File: config.mk
export PLATFORM = sky130hd
export DESIGN_NAME = nt_level_integrator
export DESIGN_NICKNAME = d
export VERILOG_FILES = /design/src/rtl/nt_level_integrator.sv
export SDC_FILE = /design/constraint.sdc
export NUM_CORES = 1
export LEC_CHECK = 0
export CORE_ASPECT_RATIO = 1.75
export CORE_MARGIN = 2
export CORE_UTILIZATION = 25
export CTS_BUF_LIST = sky130_fd_sc_hd__clkbuf_16
export DETAILED_ROUTE_END_ITERATION = 10
export GPL_TIMING_DRIVEN = 0
export SLEW_MARGIN = 20
export SYNTH_ARGS = -nofsm -noshare
export SYNTH_HDL_FRONTEND = slang
export SYNTH_SLANG_ARGS = --single-unit
File: constraint.sdc
create_clock -name clk -period 2.5 [get_ports clk]
set_input_delay 0.5 -clock clk [delete_from_list [all_inputs] [get_ports clk]]
set_output_delay 0.5 -clock clk [all_outputs]
set_load 0.005 [all_outputs]
File: src/rtl/nt_level_integrator.sv
// Integrates inc/dec/fast requests from one neurotransmitter regulator into a saturating
// concentration accumulator and publishes its quantised 2-bit level. Optional decay: NT_DECAY_EN.
module nt_level_integrator #(
    parameter int unsigned      WIDTH     = 8,
    parameter int unsigned      TICK_DIV  = 4,
    parameter int unsigned      STEP_SLOW = 1,
    parameter int unsigned      STEP_FAST = 4,
    parameter logic [WIDTH-1:0] RESET_VAL = WIDTH'(8'h80),
    parameter int unsigned      DECAY_DIV = 8
) (
    input  logic             clk,
    input  logic             rst,
    input  logic             ena,
    input  logic             inc,
    input  logic             dec,
    input  logic             fast,
    output logic [1:0]       level,
    output logic [WIDTH-1:0] conc,
    output logic             changed,
    output logic [1:0]       trend
);

    localparam int unsigned      PW          = (TICK_DIV > 1) ? $clog2(TICK_DIV) : 1;
    localparam logic [PW-1:0]    PRESC_LAST  = PW'(TICK_DIV - 1);
    localparam logic [WIDTH:0]   STEP_SLOW_X = (WIDTH + 1)'(STEP_SLOW);
    localparam logic [WIDTH:0]   STEP_FAST_X = (WIDTH + 1)'(STEP_FAST);
    localparam logic [WIDTH-1:0] CONC_MAX    = '1;

    typedef enum logic [1:0] {
        TR_STEADY  = 2'b00,
        TR_RISING  = 2'b01,
        TR_FALLING = 2'b10
    } trend_e;

    logic [PW-1:0]    presc_q, presc_d;
    logic [WIDTH-1:0] conc_q, conc_d;
    logic             changed_q, changed_d;
    trend_e           trend_q, trend_d;

    logic             tick;
    logic             req_inc;
    logic             req_dec;
    logic [WIDTH:0]   step;
    logic [WIDTH:0]   sum;
    logic [WIDTH:0]   diff;
    logic             decay_fire;
    logic [WIDTH-1:0] decay_val;

    // Prescaler: the phase only advances on enabled cycles.
    always_comb begin
        tick    = ena && (presc_q == PRESC_LAST);
        presc_d = presc_q;
        if (ena) begin
            presc_d = tick ? '0 : presc_q + 1'b1;
        end
    end

    assign req_inc = tick && inc && !dec;
    assign req_dec = tick && dec && !inc;

`ifdef NT_DECAY_EN
    localparam int unsigned      DW         = (DECAY_DIV > 1) ? $clog2(DECAY_DIV) : 1;
    localparam logic [DW-1:0]    DECAY_LAST = DW'(DECAY_DIV - 1);
    localparam logic [WIDTH-1:0] MID        = {1'b1, {(WIDTH - 1){1'b0}}};

    logic [DW-1:0] decay_cnt_q, decay_cnt_d;
    logic          req_none;

    // Idle ticks (no request, or conflicting requests) pull conc one step toward MID.
    always_comb begin
        req_none    = tick && (inc == dec);
        decay_fire  = req_none && (decay_cnt_q == DECAY_LAST);
        decay_cnt_d = decay_cnt_q;
        if (req_inc || req_dec) begin
            decay_cnt_d = '0;
        end else if (req_none) begin
            decay_cnt_d = decay_fire ? '0 : decay_cnt_q + 1'b1;
        end
        decay_val = conc_q;
        if (conc_q > MID) begin
            decay_val = conc_q - 1'b1;
        end else if (conc_q < MID) begin
            decay_val = conc_q + 1'b1;
        end
    end

    always_ff @(posedge clk) begin
        if (rst) begin
            decay_cnt_q <= '0;
        end else begin
            decay_cnt_q <= decay_cnt_d;
        end
    end
`else
    logic unused_decay_div;

    assign decay_fire       = 1'b0;
    assign decay_val        = conc_q;
    assign unused_decay_div = DECAY_DIV[0];
`endif

    // One extra bit of headroom catches overflow/underflow before saturation.
    always_comb begin
        step   = fast ? STEP_FAST_X : STEP_SLOW_X;
        sum    = {1'b0, conc_q} + step;
        diff   = {1'b0, conc_q} - step;
        conc_d = conc_q;
        if (req_inc) begin
            conc_d = sum[WIDTH] ? CONC_MAX : sum[WIDTH-1:0];
        end else if (req_dec) begin
            conc_d = diff[WIDTH] ? '0 : diff[WIDTH-1:0];
        end else if (decay_fire) begin
            conc_d = decay_val;
        end
        changed_d = (conc_d[WIDTH-1:WIDTH-2] != conc_q[WIDTH-1:WIDTH-2]);
    end

    always_ff @(posedge clk) begin
        if (rst) begin
            presc_q   <= '0;
            conc_q    <= RESET_VAL;
            changed_q <= 1'b0;
        end else begin
            presc_q   <= presc_d;
            conc_q    <= conc_d;
            changed_q <= changed_d;
        end
    end

    // Trend FSM: state register.
    always_ff @(posedge clk) begin
        if (rst) begin
            trend_q <= TR_STEADY;
        end else begin
            trend_q <= trend_d;
        end
    end

    // Trend FSM: next state, evaluated on ticks only; saturation does not matter here.
    always_comb begin
        trend_d = trend_q;
        if (tick) begin
            if (inc && !dec) begin
                trend_d = TR_RISING;
            end else if (dec && !inc) begin
                trend_d = TR_FALLING;
            end else begin
                trend_d = TR_STEADY;
            end
        end
    end

    // Trend FSM: output decode.
    always_comb begin
        case (trend_q)
            TR_RISING:  trend = 2'b01;
            TR_FALLING: trend = 2'b10;
            default:    trend = 2'b00;
        endcase
    end

    assign level   = conc_q[WIDTH-1:WIDTH-2];
    assign conc    = conc_q;
    assign changed = changed_q;

endmodule
; ---- Word level (Yosys, flattened, before mapping)
; Cells that the tools add are included.
[totals]
register_bits = 13
inputBits = 6
out_inout_bits = 13
[op_classes]
addsub = 3
n_mux = 9
n_eq_ne = 4
reduce_logical = 10
[op_table]
columns = operator, count
row1 = $mux W8, 4
row2 = $add A8 B3 Y9, 1
row3 = $sub A8 B3 Y9, 1
row4 = $logic_and A1 B1 Y1, 7
row5 = $mux W2, 3
row6 = $eq A2 B2 Y1 const B, 2
row7 = $pmux W2 S2, 1
row8 = $mux W3, 1
row9 = $add A2 B1 Y2 const B, 1
row10 = $eq A2 B1 Y1 const B, 1
row11 = $logic_not A1 Y1, 2
row12 = $ne A2 B2 Y1, 1
row13 = $reduce_bool A2 Y1, 1

; ---- Depth between registers and ports, before layout
; Gate-level depths: netlist of the first run.
[logic_depth]
word_depth = 7
depth_mapped = 8
ltp_nobuf = 8

; ---- Worst setup path after synthesis of the first run
; No wires, ideal clock.
[synth_timing]
kind = input to register
start = input port fast
end = register conc_q[7] (netlist: conc[7])
path_buffers = 1
setup_slack_ps = 459
path_stages = 8
arrival_ps = 1959
setup_ps = 83
cell_sequence = inv_1 ha_1 buf_6 and3b_2 or2_1 nand3_1 mux2_2 o2111ai_1
[synth_via]
elab_chain_len = 5
word_cells_on_any_way = 7
classes_between = add/sub: 2 / mux: 5
[synth_rtl]
columns = item, line_no
row1 = from (decl), 16  ; input logic fast,
row2 = $mux W3 *, 104  ; step = fast ? STEP_FAST_X : STEP_SLOW_X;
row3 = $sub A8 B3 Y9, 106  ; diff = {1'b0, conc_q} - step;
row4 = $mux W8, 111  ; conc_d = diff[WIDTH] ? '0 : diff[WIDTH-1:0];
row5 = $mux W8, 110  ; end else if (req_dec) begin
row6 = $mux W8 *, 108  ; if (req_inc) begin
row7 = to (signal assigned), 125  ; conc_q <= conc_d;
row8 = to (decl), 36  ; logic [WIDTH-1:0] conc_q, conc_d;
; Mark *: on every way between the ends. The rest lies on a longest branch, timed or not. The select of a mux whose other input is x is not followed.
; A chain may end at the register's enable or synchronous reset.

; ---- Final worst setup path of the first run
; Same ends and word-level chain as after synthesis.

==> results of run 1 <==
-- registers in the layout (all words and copies together), names as in the netlist --
register,flops
conc,8
presc_q,2
trend_q,2
changed,1
-- area by class of cell --
type,instances,area [µm²],share of cell area (%)
Multi-Input combinational cell,100,717,51.6
Sequential cell,13,260,18.7
Inverter,7,26.3,1.89
Clock inverter,1,3.75,0.270
Clock buffer,3,75.1,5.41
Timing Repair Buffer,17,170,12.3
Buffer,10,75.1,5.41
Tap cell,49,61.3,4.41
-- final timing paths --
kind | slack (ns) | depth (start not counted) | end | from
worst max-delay path | 0.11 | 9 | conc[7] | fast
worst min-delay path | 0.47 | 2 | trend_q[1] | trend_q[1]
worst max register to register | 0.58 | 7 | conc[7] | conc[2]
worst min register to register | 0.47 | 2 | trend_q[1] | trend_q[1]
-- kinds of logic after synthesis --
kind of cell,synth area share (%)
and+or+nand+nor,26.8
AOI/OAI and AO/OA,25.5
buffers and inverters,9.56
DFF,24.6
adders and majority gates,8.26
xor gates and xnor gates,3.31
muxes,2.01
-- what timing repair did --
action | CTS | global route
pin swaps | 0 | 0
hold buffers | 0 | 0
gates cloned | 0 | 0
endpoints found under the setup margin | 1 | 4
gates resized for setup | 1 | 5
-- metrics by stage --
step / hold WS, ns / instances
2_1_floorplan: 0.445 / 130
3_3_place_gp: 0.462 / 196
3_5_place_dp: 0.461 / 196
4_1_cts: 0.469 / 200
5_1_grt: 0.503 / 200
6_report: 0.466 / 200
-- placed cells by master (no fill, tap or decap), types with 4 or more instances in the layout --
cell and count:
inv_1 7, dfxtp_1 13, nand2_1 5, nor3_1 5, nand3_1 6, ha_1 7
nor2_1 9, buf_4 4, clkdlybuf4s50_1 17, a31oi_1 4, o21ai_0 5, a21oi_1 10
-- where the power goes --
part / internal [mW] / switching, mW
registers: 0.211 / 0.00235
clock network: 0.212 / 0.0986
logic: 0.0267 / 0.0291
total: 0.450 / 0.130
-- routing by layer --
layer / global-route usage (%) / vias up / share of wire (%)
li1: - / 521 / -
met1: 12.9 / 525 / 37
met2: 22.7 / 34 / 55
met3: 2.16 / 6 / 4.0
met4: 8.97 / 0 / 3.4
met5: 0 / - / 0
-- synthesized netlist by cell type (all sizes together), types with 3 or more instances --
cell,number,area [µm²]
ha,7,87.6
inv,7,26.3
nand2,5,18.8
xor2,3,26.3
dfxtp,13,260
nand3,6,30.0
a31oi,4,25.0
nand2b,3,18.8
o211ai,3,22.5
a21oi,12,67.6
nor2,10,37.5
buf,9,67.6
nor3,6,30.0
nor2b,4,25.0
nand4b,3,32.5
o21ai,6,33.8
-- critical path, stage by stage --
cell	delay [ns]
clkdlybuf4s50_1	0.49
inv_2	0.07
ha_1	0.29
buf_6	0.13
and3b_2	0.22
or2_4	0.26
nand3_1	0.10
mux2_2	0.34
o2111ai_2	0.16
==> results by group, run 1 <==
Clock tree
  • Clock Path Buffers: 2
  • CTS root buf: clkbuf_16
  • CTS tree: done
  • Setup bufs post-CTS: 0
  • H-tree depth: 1
  • Worst-path clk slew: 0.05 ns
  • Sink Count: 13
  • Worst-skew pair later-pin latency: 0.25 ns
  • Total CTS buffers: 3

Worst setup path
  • Data required, critical path: 2.67 ns
  • Worst Path Max Fanout: 8
  • CP Launch Type: primary input
  • Crit Path Class: primary input to flop
  • Worst Setup End Kind: flop
  • Arrival time worst endpoint: 2.56 ns

Cells and area
  • Ant. Diodes: 0
  • Final nets: 165
  • Final core occ: 33.8%
  • Final Cell Area: 1390 µm²
  • Layout area overhead: 31.1%
  • Fillers: 468
  • Layout cells sized above 1: 21.2%

Synthesis
  • Synth cell types: 49
  • Mapped Avg Cell Area: 8.15 µm²
  • Share of the yosys chip area belonging to registers: 24.6%
  • Async SR Flop Fraction: 0%
  • Cells after synthesis: 130
  • Post-synth EDFFs: 0
  • Ys Warns: 0
  • Syn Nets: 143
  • Seq cells post-synth: 13
  • Primary FF master, synth: dfxtp_1
  • Synthesized area: 1060 µm²

Routing
  • First-pass DRT Iterations: 4
  • Post-route antenna net violation count: 0
  • Vias: 1,086
  • Vias per inst: 5.43
  • DRT Wirelength: 2.82 mm
  • DR iter-0 viols: 29
  • # DRC: 0
  • Routed len/inst: 14.1 µm

Timing
  • Slew @ Worst Pin: 0.404 ns
  • Setup Skew: 0.00505 ns
  • Final setup margin: 0.105 ns
  • Setup violators final: 0
  • Crit path time final: 2.39 ns
  • Slew Limit Fails: 0
  • RSZ-0062 raised after global routing: no
  • Final hold vios: 0
  • Fmax achieved: 418 MHz
  • Total Neg Setup Slack: 0 ns
  • Period utilization: 95.8%
  • Slew Limit Headroom: 72.9%

Power
  • Final Power: 580 µW
  • Pwr/cell area: 417 nW/µm²
  • Max VDD drop: 0.244 mV
  • Lkg Pwr: 0.546 nW

Global route
  • Largest net degree at the start of global routing: 11
  • Grt total ovfl: 0
  • Initial antenna violation count: 0
  • First-pass GRT wire length: 4.64 mm
  • Vias in the first global route: 1,020
  • Total GRT Usage: 13.0%

Status
  • Status: completed

Floorplanning
  • Initial core utilization: 25.8%
  • Rows: 31
  • Core area: 4110 µm²
  • I/O pin total: 19
  • Die Ht: 90.1 µm
  • Chip width: 53.2 µm
  • Die area: 4800 µm²

Min path
  • Hold crit path type: flop to flop

Placement
  • Area after DPL: 1290 µm²
  • Hpwl dp: 2.15 mm
  • RD Place Congestion: 0.879
  • Port bufs: 17
  • Place WS: -0.256 ns

Run
  • Maxcap violations: 0
No activity file was read; power rests on OpenSTA's default activity.
==> run 2: changes to the inputs <==
CORE_MARGIN = 4   (was 2)
clock period = 2.35 ns   (was 2.5 ns; I/O delays follow)
==> results by group, run 2 (synthesized netlist as in run 1, its figures left out) <==
Status
  • Status: completed

Timing
  • Total Neg Setup Slack: 0 ns
  • Final hold vios: 0
  • Period utilization: 90.4%
  • Fmax achieved: 471 MHz
  • Min Hold Slack: 0.473 ns
  • RSZ-0062 raised after global routing: no
  • Slew Limit Fails: 0
  • Slew @ Worst Pin: 0.383 ns
  • Slew Limit Headroom: 74.3%
  • Final setup margin: 0.225 ns
  • Crit path time final: 2.12 ns
  • Setup violators final: 0
  • Setup Skew: 0.00343 ns

Cells and area
  • Max reg flops: 8
  • Commonest non-fill, non-tap cells in the layout: clkdlybuf4s50_1, dfxtp_1, a21oi_1
  • Ant. Diodes: 0
  • Fillers: 450
  • Commonest non-fill, non-tap cell in the layout: clkdlybuf4s50_1
  • Final nets: 165
  • Non-filler cells, final: 200
  • Layout area overhead: 30.5%
  • Final Cell Area: 1380 µm²
  • Register area: 260 µm²
  • Multi-input logic area: 712 µm²
  • Layout cells sized above 1: 20.5%

Clock tree
  • Total CTS buffers: 3
  • Worst-skew pair later-pin latency: 0.25 ns
  • Setup bufs post-CTS: 0
  • Clock Path Buffers: 2
  • CTS root buf: clkbuf_16
  • H-tree depth: 1
  • Worst-path clk slew: 0.05 ns
  • CTS tree: done
  • Sink Count: 13

Routing
  • Routed len/inst: 13.7 µm
  • M1 WL: 1.10 mm
  • Vias per inst: 5.23
  • DR top layer: met4
  • Met3 WL post-DR: 95 µm
  • DR iter-0 viols: 40
  • Post-route antenna net violation count: 0
  • First-pass DRT Iterations: 4
  • Metal2 WL: 1.44 mm
  • DRT Wirelength: 2.75 mm
  • # DRC: 0
  • Vias: 1,046

Worst setup path
  • CP Launch Type: primary input
  • Data required, critical path: 2.51 ns
  • Crit Path Class: primary input to flop
  • Arrival time worst endpoint: 2.29 ns
  • Worst Path Max Fanout: 8
  • Worst Setup End Kind: flop

Placement
  • RD Place Congestion: 0.852
  • Port bufs: 17
  • Place WS: -0.385 ns
  • Placed Cells: 196
  • Area after DPL: 1290 µm²
  • Hpwl dp: 2.13 mm

Floorplanning
  • Initial core utilization: 25.8%
  • Die Ht: 94.1 µm
  • Die area: 5390 µm²
  • Chip width: 57.2 µm
  • Core area: 4110 µm²
  • I/O pin total: 19
  • Rows: 31

Power
  • Lkg Pwr: 0.545 nW
  • Max VDD drop: 0.258 mV
  • Pwr/cell area: 445 nW/µm²

Global route
  • Vias in the first global route: 1,014
  • First-pass GRT wire length: 4.77 mm
  • Initial antenna violation count: 0
  • Largest net degree at the start of global routing: 11
  • Grt total ovfl: 0
  • Total GRT Usage: 11.3%

Run
  • Maxcap violations: 0

Min path
  • Hold crit path type: flop to flop
[run 2: cell count changes in the layout (fill, tap and decap cells not counted)]
cell / previous run / this run
nor3_1: 5 / 6
nor3_2: 1 / 0
dlygate4sd2_1: 0 / 1
clkdlybuf4s50_1: 17 / 16
[run 2: per-layer routing]
layer	track usage, %	up-vias
li1	-	523
met1	12.6	479
met2	19.2	36
met4	8.32	0
met3	1.38	8
met5	0	-
[run 2: area by class of cell]
class	count	area share, %
clock inverter	1	0.271
sequential	13	18.8
timing repair buffer	17	12.2
inverter	7	1.90
multi-input combinational	100	51.5
tap	49	4.43
clock buffer	3	5.43
buffer	10	5.43
[run 2: worst max-delay path: stages]
cell	delay, ns
dlygate4sd2_1	0.23
inv_2	0.06
ha_1	0.29
buf_6	0.13
and3b_2	0.22
or2_4	0.26
nand3_1	0.10
mux2_2	0.34
o2111ai_2	0.18
[run 2: what timing repair did]
action                     4_1_cts  5_1_grt
setup endpoints to repair        7        0
gates resized for setup          6        0
hold buffers                     0        0
[run 2: report_power, final]
part           switching, mW  leakage [nW]  internal [mW]  total [mW]
sequential           0.00261         0.105          0.224       0.227
combinational         0.0296         0.397         0.0275      0.0571
clock                  0.106        0.0423          0.226       0.331
total                  0.138         0.545          0.478       0.616
[run 2: final timing paths]
path / startpoint / endpoint / slack (ns) / depth (start not counted)
hold / removal: trend_q[1] / trend_q[1] / 0.47 / 2
setup / recovery: fast / conc[7] / 0.23 / 9
setup reg to reg: conc[2] / conc[7] / 0.40 / 7
hold reg to reg: trend_q[1] / trend_q[1] / 0.47 / 2
[run 2: metrics by stage]
step           util [%]  total power, mW
2_1_floorplan         -            0.268
3_3_place_gp       31.4            0.288
3_5_place_dp       31.4            0.288
4_1_cts            33.6            0.621
5_1_grt            33.6            0.641
6_report           33.6            0.616
